$ cat src/rtl/fib_arbiter_pkg.sv
// Shared types and helpers for the Fibonacci core arbiter.
package fib_arbiter_pkg;

    typedef enum logic [2:0] {
        IDLE,
        ISSUE,
        WAIT_CLR,
        WAIT_DONE,
        RESPOND
    } state_t;

    // Index width for n items; never narrower than one bit.
    function automatic int idx_width(input int n);
        return (n <= 2) ? 1 : $clog2(n);
    endfunction

endpackage

$ cat src/rtl/rr_arbiter.sv
// Combinational round-robin picker: the first pending request at or after ptr_i wins.
module rr_arbiter
    import fib_arbiter_pkg::*;
#(
    parameter int NUM_REQ = 4,
    parameter int IDX_W   = idx_width(NUM_REQ)
) (
    input  logic [NUM_REQ-1:0] req_i,
    input  logic [IDX_W-1:0]   ptr_i,
    output logic [NUM_REQ-1:0] grant_o,
    output logic [IDX_W-1:0]   idx_o,
    output logic               any_o
);

    logic [IDX_W-1:0] cand [NUM_REQ];

    // cand[k] is the requester examined k places after the pointer, wrapped.
    for (genvar gi = 0; gi < NUM_REQ; gi++) begin : g_cand
        logic [IDX_W:0] sum;
        assign sum       = {1'b0, ptr_i} + (IDX_W+1)'(gi);
        assign cand[gi]  = (sum >= (IDX_W+1)'(NUM_REQ)) ? IDX_W'(sum - (IDX_W+1)'(NUM_REQ))
                                                        : sum[IDX_W-1:0];
    end

    always_comb begin
        grant_o = '0;
        idx_o   = '0;
        any_o   = 1'b0;
        // Scan farthest first so the nearest pending requester overwrites the rest.
        for (int k = NUM_REQ - 1; k >= 0; k--) begin
            if (req_i[cand[k]]) begin
                grant_o          = '0;
                grant_o[cand[k]] = 1'b1;
                idx_o            = cand[k];
                any_o            = 1'b1;
            end
        end
    end

endmodule

$ cat src/rtl/fib_arbiter.sv
// Shares one Fibonacci core among NUM_REQ requesters with round-robin grants.
// Define FIB_ARB_TIMEOUT_EN to add a watchdog that answers with resp_timeout after TIMEOUT_CYC.
module fib_arbiter
    import fib_arbiter_pkg::*;
#(
    parameter int NUM_REQ      = 4,
    parameter int INPUT_WIDTH  = 6,
    parameter int OUTPUT_WIDTH = 16,
    parameter int TIMEOUT_CYC  = 1024
) (
    input  logic                           clk,
    input  logic                           rst,
    input  logic [NUM_REQ-1:0]             req_valid,
    input  logic [NUM_REQ*INPUT_WIDTH-1:0] req_n,
    output logic [NUM_REQ-1:0]             req_ready,
    output logic [NUM_REQ-1:0]             resp_valid,
    input  logic [NUM_REQ-1:0]             resp_ready,
    output logic [OUTPUT_WIDTH-1:0]        resp_result,
    output logic                           resp_overflow,
    output logic                           resp_timeout,
    output logic                           core_go,
    output logic [INPUT_WIDTH-1:0]         core_n,
    input  logic [OUTPUT_WIDTH-1:0]        core_result,
    input  logic                           core_overflow,
    input  logic                           core_done
);

    localparam int IDX_W = idx_width(NUM_REQ);

    state_t                  state_q, state_d;
    logic [IDX_W-1:0]        ptr_q, ptr_d;
    logic [IDX_W-1:0]        win_q, win_d;
    logic [INPUT_WIDTH-1:0]  n_q, n_d;
    logic [OUTPUT_WIDTH-1:0] result_q, result_d;
    logic                    ovf_q, ovf_d;
    logic                    tmo_q, tmo_d;

    logic [NUM_REQ-1:0]      grant;
    logic [IDX_W-1:0]        grant_idx;
    logic                    grant_any;
    logic                    timed_out;
    logic [INPUT_WIDTH-1:0]  req_n_arr [NUM_REQ];

    for (genvar gi = 0; gi < NUM_REQ; gi++) begin : g_req_n
        assign req_n_arr[gi] = req_n[gi*INPUT_WIDTH +: INPUT_WIDTH];
    end

    rr_arbiter #(
        .NUM_REQ (NUM_REQ),
        .IDX_W   (IDX_W)
    ) u_rr (
        .req_i   (req_valid),
        .ptr_i   (ptr_q),
        .grant_o (grant),
        .idx_o   (grant_idx),
        .any_o   (grant_any)
    );

`ifdef FIB_ARB_TIMEOUT_EN
    localparam int CNT_W = idx_width(TIMEOUT_CYC);
    logic [CNT_W-1:0] cnt_q, cnt_d;

    always_comb begin
        cnt_d = '0;
        if (state_q == WAIT_CLR || state_q == WAIT_DONE) begin
            cnt_d = cnt_q + 1'b1;
        end
    end

    always_ff @(posedge clk) begin
        if (rst) cnt_q <= '0;
        else     cnt_q <= cnt_d;
    end

    assign timed_out = (cnt_q == CNT_W'(TIMEOUT_CYC - 1));
`else
    logic unused_timeout_cyc;
    assign unused_timeout_cyc = ^TIMEOUT_CYC;
    assign timed_out          = 1'b0;
`endif

    always_comb begin
        state_d  = state_q;
        ptr_d    = ptr_q;
        win_d    = win_q;
        n_d      = n_q;
        result_d = result_q;
        ovf_d    = ovf_q;
        tmo_d    = tmo_q;
        case (state_q)
            IDLE: begin
                if (grant_any) begin
                    state_d = ISSUE;
                    win_d   = grant_idx;
                    n_d     = req_n_arr[grant_idx];
                    ptr_d   = (grant_idx == IDX_W'(NUM_REQ - 1)) ? '0 : grant_idx + 1'b1;
                end
            end
            ISSUE: state_d = WAIT_CLR;
            // A done left high by the previous job must drop before we trust it again.
            WAIT_CLR: begin
                if (timed_out) begin
                    state_d  = RESPOND;
                    result_d = '0;
                    ovf_d    = 1'b0;
                    tmo_d    = 1'b1;
                end else if (!core_done) begin
                    state_d = WAIT_DONE;
                end
            end
            WAIT_DONE: begin
                if (core_done) begin
                    state_d  = RESPOND;
                    result_d = core_result;
                    ovf_d    = core_overflow;
                    tmo_d    = 1'b0;
                end else if (timed_out) begin
                    state_d  = RESPOND;
                    result_d = '0;
                    ovf_d    = 1'b0;
                    tmo_d    = 1'b1;
                end
            end
            RESPOND: begin
                if (resp_ready[win_q]) state_d = IDLE;
            end
            default: state_d = IDLE;
        endcase
    end

    always_ff @(posedge clk) begin
        if (rst) begin
            state_q  <= IDLE;
            ptr_q    <= '0;
            win_q    <= '0;
            n_q      <= '0;
            result_q <= '0;
            ovf_q    <= 1'b0;
            tmo_q    <= 1'b0;
        end else begin
            state_q  <= state_d;
            ptr_q    <= ptr_d;
            win_q    <= win_d;
            n_q      <= n_d;
            result_q <= result_d;
            ovf_q    <= ovf_d;
            tmo_q    <= tmo_d;
        end
    end

    // The grant is combinational, so suppress it while reset holds the FSM.
    assign req_ready     = (state_q == IDLE && !rst) ? grant : '0;
    assign core_go       = (state_q == ISSUE);
    assign core_n        = n_q;
    assign resp_valid    = (state_q == RESPOND) ? (NUM_REQ'(1) << win_q) : '0;
    assign resp_result   = (state_q == RESPOND) ? result_q : '0;
    assign resp_overflow = (state_q == RESPOND) && ovf_q;
    assign resp_timeout  = (state_q == RESPOND) && tmo_q;

endmodule

$ cat config.mk
export PLATFORM = sky130hd
export DESIGN_NAME = fib_arbiter
export DESIGN_NICKNAME = d
export VERILOG_FILES = /design/src/rtl/fib_arbiter_pkg.sv /design/src/rtl/rr_arbiter.sv /design/src/rtl/fib_arbiter.sv
export SDC_FILE = /design/constraint.sdc
export NUM_CORES = 1
export LEC_CHECK = 0
export BUFFER_PORTS_ARGS = -buffer_cell sky130_fd_sc_hd__buf_2
export CORE_UTILIZATION = 50
export DETAILED_ROUTE_END_ITERATION = 10
export GPL_ROUTABILITY_DRIVEN = 0
export PLACE_DENSITY = 0.84
export SETUP_SLACK_MARGIN = 0.4
export SYNTH_ARGS = -nofsm -noshare
export SYNTH_HDL_FRONTEND = slang
export SYNTH_SLANG_ARGS = --single-unit
$ cat constraint.sdc
create_clock -name clk -period 5.7 [get_ports clk]
set_clock_uncertainty 0.15 [all_clocks]
set_input_delay 1.14 -clock clk [delete_from_list [all_inputs] [get_ports clk]]
set_output_delay 1.14 -clock clk [all_outputs]
set_load 0.02 [all_outputs]
* After elaboration in Yosys (flattened, before gate mapping)
Cells that the tools add are included.
** Operators by class
- $add $sub $neg :: 8
- Order comparisons :: 14
- Equal/unequal tests :: 9
- Shifts and indexed selects :: 1
- Muxes and demuxes :: 46
- Bitwise operators :: 1
- Reduce and logical (&&, ||, !) cells :: 11
** Operators by type and width (count)
- two-way mux 4 bit :: 6
- two-way mux 2 bit :: 9
- two-way mux 16 bit :: 1
- < comparator 2 x 3 -> 1 bit (second input constant) :: 5
- one-hot mux 3 bit (5 select lines) :: 1
- two-way mux 1 bit :: 13
- binary-select mux 6 bit (select 2 bit) :: 1
- >= comparator 3 bit (second input constant) :: 4
- two-way mux 3 bit :: 4
- two-way mux 6 bit :: 2
- binary-select mux 1 bit (select 2 bit) :: 5
- demux 1 bit (select 2 bit) :: 4
- >= comparator 2 x 1 -> 1 bit (second input constant) :: 4
- inequality test 2 bit (second input constant) :: 4
- subtractor 2 x 1 -> 2 bit (second input constant) :: 4
- adder 2 x 2 -> 3 bit (second input constant) :: 2
- == test 3 x 2 -> 1 bit (second input constant) :: 2
- logical AND 1 bit :: 6
- AND reduction 2 bit :: 2
- AND reduction 4 bit :: 1
- << shifter 1 x 2 -> 4 bit (first input constant) :: 1
- adder 2 x 1 -> 3 bit (second input constant) :: 1
- == test 3 x 1 -> 1 bit (second input constant) :: 1
- == test 3 bit (second input constant) :: 1
- 6 further kinds :: 6
** Storage, ports and cells
- Flip-flop bits (word level) :: 30
- Input port bits :: 52
- Output and inout port bits :: 33
- Word-level logic and storage cells :: 96

* Logic depth before layout (Yosys ltp)
- Depth after elaboration :: 13
- Depth in mapped cells :: 11
- Mapped depth without buffers :: 8

* Cells and area by module
From an unflattened synthesis, not the netlist that was laid out.
** Second synthesis, totals
- Cells, all modules :: 243
- Area, all modules :: 1984.4 µm²
** By module, submodules not included
- fib_arbiter :: times used 1, cells each 175, area an instance 1460.2 µm², seq. area each 600.6 µm²
- rr_arbiter :: times used 1, cells each 68, area an instance 524.3 µm², seq. area each 0.0 µm²

* Worst setup path after synthesis
OpenSTA, ideal clock, no wires.
- Path kind :: input -> output
- Start point :: in req_valid[1]
- End point :: out req_ready[0]
- Arrival time :: 2.667 ns
- Data required time :: 4.410 ns
- Slack :: 1.743 ns
- Stages :: 5
- Cell sequence :: mux4_2 > nor2b_2 > a221oi_1 > a211o_1 > a21oi_1
** Between the ends
- Word-level cells in the longest chain between the ends :: 7
- Elaborated cells between the ends (all ways) :: 13
- Those cells by class :: mux (13)
** Ends and longest elaborated chain
- start: declaration :: RTL line fib_arbiter.sv:13 : input logic [NUM_REQ-1:0] req_valid,
- binary-select mux 1 bit (select 2 bit) :: RTL line rr_arbiter.sv:31 : if (req_i[cand[k]]) begin
- two-way mux 1 bit (implied by the code) :: RTL line rr_arbiter.sv:31
- two-way mux 4 bit (3 in a row) :: RTL line rr_arbiter.sv:31
- two-way mux 4 bit (*) :: RTL line rr_arbiter.sv:31
- two-way mux 4 bit (*) :: RTL line fib_arbiter.sv:152 : assign req_ready = (state_q == IDLE && !rst) ? grant : '0;
- end: declaration :: RTL line fib_arbiter.sv:15 : output logic [NUM_REQ-1:0] req_ready,
Every way passes the cells marked *; elsewhere a longest branch is shown, timed or not. The select of a mux whose other input is x is not followed.

* Worst setup path in the final report
- Start point :: reg ptr_q[0]
- End point :: out req_ready[0]
** Between the ends
- Word-level cells in the longest chain between the ends :: 12
- Elaborated cells between the ends (all ways) :: 48
- Those cells by class :: add/sub (7); order compare (12); mux (25); reduce/logical (4)
** Ends and longest elaborated chain
- start: declaration :: RTL line fib_arbiter.sv:31 : logic [IDX_W-1:0] ptr_q, ptr_d;
- start signal: assignment :: RTL line fib_arbiter.sv:142 : ptr_q <= ptr_d;
- adder 2 x 2 -> 3 bit :: RTL line rr_arbiter.sv:20 : assign sum = {1'b0, ptr_i} + (IDX_W+1)'(gi);
- >= comparator 3 bit / subtractor 2 x 1 -> 2 bit (equally long branches) :: RTL line rr_arbiter.sv:21 : assign cand[gi] = (sum >= (IDX_W+1)'(NUM_REQ)) ? IDX_W'(sum - (IDX_W+1)'(NUM_REQ))
- two-way mux 2 bit :: RTL line rr_arbiter.sv:21
- < comparator 2 x 3 -> 1 bit (implied by the code) / >= comparator 2 x 1 -> 1 bit (equally long branches) :: RTL line rr_arbiter.sv:33 : grant_o[cand[k]] = 1'b1;
- logical AND 1 bit (implied by the code) :: RTL line rr_arbiter.sv:33
- two-way mux 1 bit (implied by the code) :: RTL line rr_arbiter.sv:33
- demux 1 bit (select 2 bit)
- two-way mux 4 bit (3 in a row) :: RTL line rr_arbiter.sv:31
- two-way mux 4 bit (*) :: RTL line rr_arbiter.sv:31
- two-way mux 4 bit (*) :: RTL line fib_arbiter.sv:152
Marks and branches as above.

==> metrics.txt <==
# TYPE chip_impl_metric gauge
chip_impl_metric{name="floorplan.initialDensity",unit="%"} 53.62
chip_impl_metric{name="synth_area",unit="mm2"} 0.002022
chip_impl_metric{name="power",unit="uW"} 1144
chip_impl_metric{name="detailed_placement_hpwl",unit="um"} 3572
chip_impl_metric{name="slew_at_the_pin_closest_to_its_max_slew_limit",unit="ns"} 1.101
chip_impl_info{name="worst_setup_path_start_kind",value="register"} 1
chip_impl_metric{name="number_of_design_rule_violations_left_after_detail_routing",unit=""} 0
chip_impl_info{name="mostFrequentLayoutCells",value="sky130_fd_sc_hd__buf_2, sky130_fd_sc_hd__nand2_1, sky130_fd_sc_hd__dfxtp_1, sky130_fd_sc_hd__a21oi_1, sky130_fd_sc_hd__and3_1"} 1
chip_impl_metric{name="cts.path.max_buffers",unit=""} 2
chip_impl_metric{name="design.portCount",unit=""} 85
chip_impl_metric{name="critical_path_peak_fanout",unit=""} 18
chip_impl_metric{name="grt_start_max_net_pins",unit=""} 33
chip_impl_metric{name="detail-route-antenna-nets",unit=""} 0
chip_impl_info{name="synthFlopType",value="sky130_fd_sc_hd__dfxtp_1"} 1
chip_impl_metric{name="nets",unit=""} 387
chip_impl_metric{name="antennaDiodeCount",unit=""} 0
chip_impl_metric{name="post_cts.repair.setup_buffers",unit=""} 0
chip_impl_metric{name="synth.top_cell.area_share",unit="%"} 29.70
chip_impl_metric{name="final_worst_setup_slack",unit="ns"} 1.137
chip_impl_metric{name="max_clock_freq",unit="MHz"} 219.1
chip_impl_metric{name="final-instance-count-excl-fill",unit=""} 376
chip_impl_metric{name="maxCapViolations",unit=""} 0
chip_impl_metric{name="synth-warning-count",unit=""} 0
chip_impl_metric{name="placement.setup.worst_slack",unit="ns"} 1.476
chip_impl_metric{name="number_of_flops_mapped_to_enable_cells_by_yosys",unit=""} 0
chip_impl_info{name="cts-root-buf",value="sky130_fd_sc_hd__clkbuf_8"} 1
chip_impl_metric{name="setup-tns-final",unit="ns"} 0
chip_impl_metric{name="grt_pass1_wl",unit="um"} 7886
chip_impl_metric{name="max-vdd-ir-drop",unit="mV"} 0.2697
chip_impl_metric{name="areaGrowthSynthToFinish",unit="%"} 24.69
chip_impl_metric{name="period_share",unit="%"} 80.06
chip_impl_metric{name="static-leakage-power",unit="uW"} 0.001193
chip_impl_metric{name="drtIter0Drc",unit=""} 141
chip_impl_info{name="path_class",value="reg2out"} 1
chip_impl_metric{name="powerDensity",unit="mW/mm2"} 453.8
chip_impl_metric{name="die_width",unit="um"} 65.59
chip_impl_metric{name="tritoncts.num_buffers",unit=""} 5
chip_impl_metric{name="max_slew_margin_vs_limit",unit="%"} 24.48
chip_impl_metric{name="vias",unit=""} 2101
chip_impl_metric{name="yosysSeqAreaShare",unit="%"} 29.70
chip_impl_info{name="cts_tree",value="yes"} 1
chip_impl_metric{name="via_per_inst",unit=""} 5.588
chip_impl_metric{name="final-max-slew-violation-count",unit=""} 0
chip_impl_metric{name="global_route.usage.total",unit="%"} 23.46
chip_impl_metric{name="synth-seq-cells",unit=""} 30
chip_impl_info{name="yosysTopAreaCell",value="sky130_fd_sc_hd__dfxtp_1"} 1
chip_impl_metric{name="core_region_area",unit="mm2"} 0.003771
chip_impl_metric{name="placed_cells",unit=""} 369
chip_impl_info{name="layout.cells.most_common",value="sky130_fd_sc_hd__buf_2"} 1
chip_impl_metric{name="tritoncts_num_sinks",unit=""} 30
chip_impl_info{name="status",value="complete, no violations"} 1
chip_impl_metric{name="final-hold-violation-count",unit=""} 0
chip_impl_metric{name="holdBufCountCts",unit=""} 0
chip_impl_metric{name="die_area",unit="mm2"} 0.004302
chip_impl_info{name="min-delay-path-class",value="reg2reg"} 1
chip_impl_metric{name="post_synth.cell_area_avg",unit="um2"} 7.898
chip_impl_metric{name="routed_wire_length_per_instance",unit="um"} 13.31
chip_impl_metric{name="antenna_found_initial",unit=""} 0
chip_impl_metric{name="regToRegSetupSlack",unit="ns"} 2.04
chip_impl_metric{name="routed_wirelength",unit="um"} 5006
chip_impl_metric{name="drive_above_1_share",unit="%"} 32.32
chip_impl_info{name="post_synth_main_area_contributors",value="sky130_fd_sc_hd__dfxtp_1, sky130_fd_sc_hd__nand2_1, sky130_fd_sc_hd__and3_1"} 1
chip_impl_metric{name="row_count",unit=""} 22
chip_impl_metric{name="timing.final.setup_violations",unit=""} 0
chip_impl_metric{name="drt-pass1-iter-count",unit=""} 5
chip_impl_metric{name="globalRouteOverflowTotal",unit=""} 0
chip_impl_metric{name="synthArstFlopShare",unit="%"} 0
chip_impl_metric{name="latest_clock_arrival_within_the_worst_skew_pair",unit="ns"} 0.27
chip_impl_metric{name="layout_min_cycle_time",unit="ns"} 4.563
chip_impl_metric{name="grt_pass1_vias",unit=""} 1795
chip_impl_metric{name="required",unit="ns"} 4.41
chip_impl_metric{name="cts.repair.resized",unit=""} 0
chip_impl_metric{name="syn_inst",unit=""} 256
chip_impl_metric{name="yosysUniqueCellTypes",unit=""} 48
chip_impl_metric{name="io_buffer_count",unit=""} 83
chip_impl_info{name="grt_setup_unrepaired",value="false"} 1
chip_impl_metric{name="path_clk_slew",unit="ns"} 0.06
chip_impl_metric{name="dieHeight",unit="um"} 65.59
chip_impl_info{name="cp-end-kind",value="output port"} 1
chip_impl_metric{name="mappedNetlistNets",unit=""} 315
chip_impl_metric{name="worstPathArrival",unit="ns"} 3.27
chip_impl_metric{name="htree_num_levels",unit=""} 2
layout make-up:
type	count	area [um2]
clock buffers	6	82.58
clock inverters	1	30.03
fillers	345	1250
inverters	8	30.03
multi-input cells	200	1303
flip-flops and latches	30	600.6
well taps	48	60.06
repair buffers	83	415.4
logic make-up after synthesis:
group	Yosys count	synth area share, %
multiplexers	12	8.540
buffers and inverters	26	5.879
AND/OR/NAND/NOR	116	28.78
flip-flops	30	29.70
other	1	0.1855
adder cells (fa/ha/maj)	7	4.331
AO/OA/AOI/OAI	64	22.59
routing by layer:
layer  up-vias  part of all wire (%)  GRT usage (%)
met5         -                     0              0
met4         0                   1.0          7.065
met3         6                   6.0          5.035
met2        71                    48          38.53
met1       959                    45          30.56
li1       1065                     -              -
final timing paths:
| check | end | from | cells after the start |
|---|---|---|---|
| max reg2reg | core_n[0] | ptr_q[0] | 8 |
| min reg2reg | result_q[0] | result_q[0] | 2 |
| min | result_q[0] | result_q[0] | 2 |
| max | req_ready[0] | ptr_q[0] | 8 |
report_power, final:
group          internal (uW)  switching (uW)  leakage (uW)
logic                    248             371      0.000891
clock network            140            75.7     0.0000573
registers                249            61.1      0.000245
total                    636             508       0.00119
registers in the layout, indices dropped and copies added, names as in the netlist:
register / flops
result_q: 16
state_q: 3
ptr_q: 2
core_n: 6
ovf_q: 1
win_q: 2
synthesized netlist by cell type, types with 3 or more instances:
cell	number
sky130_fd_sc_hd__nand2_1	48
sky130_fd_sc_hd__dfxtp_1	30
sky130_fd_sc_hd__a21oi_1	25
sky130_fd_sc_hd__and3_1	21
sky130_fd_sc_hd__nand3_1	14
sky130_fd_sc_hd__clkbuf_1	13
sky130_fd_sc_hd__nor2_1	13
sky130_fd_sc_hd__inv_1	8
sky130_fd_sc_hd__o21ai_0	8
sky130_fd_sc_hd__ha_1	7
sky130_fd_sc_hd__mux2i_1	6
sky130_fd_sc_hd__nor3b_1	6
sky130_fd_sc_hd__a211o_1	4
sky130_fd_sc_hd__a221oi_1	4
sky130_fd_sc_hd__mux4_2	4
sky130_fd_sc_hd__a31o_2	3
metrics by stage:
stage	utilization, %	area (um2)	hold WS [ns]
2_1_floorplan	-	2022	0.2819
3_3_place_gp	63.87	2409	0.2876
3_5_place_dp	63.87	2409	0.2936
4_1_cts	66.85	2521	0.3017
5_1_grt	66.85	2521	0.3139
6_report	66.85	2521	0.2979
worst max-delay path: stages (launching register included):
cell	delay [ns]
sky130_fd_sc_hd__dfxtp_1	0.80
sky130_fd_sc_hd__inv_1	0.33
sky130_fd_sc_hd__ha_1	0.51
sky130_fd_sc_hd__mux4_2	0.28
sky130_fd_sc_hd__nor2b_2	0.31
sky130_fd_sc_hd__a221oi_1	0.15
sky130_fd_sc_hd__a211o_1	0.30
sky130_fd_sc_hd__a21oi_1	0.14
sky130_fd_sc_hd__buf_2	0.18
No activity file was read; power rests on OpenSTA's default activity.
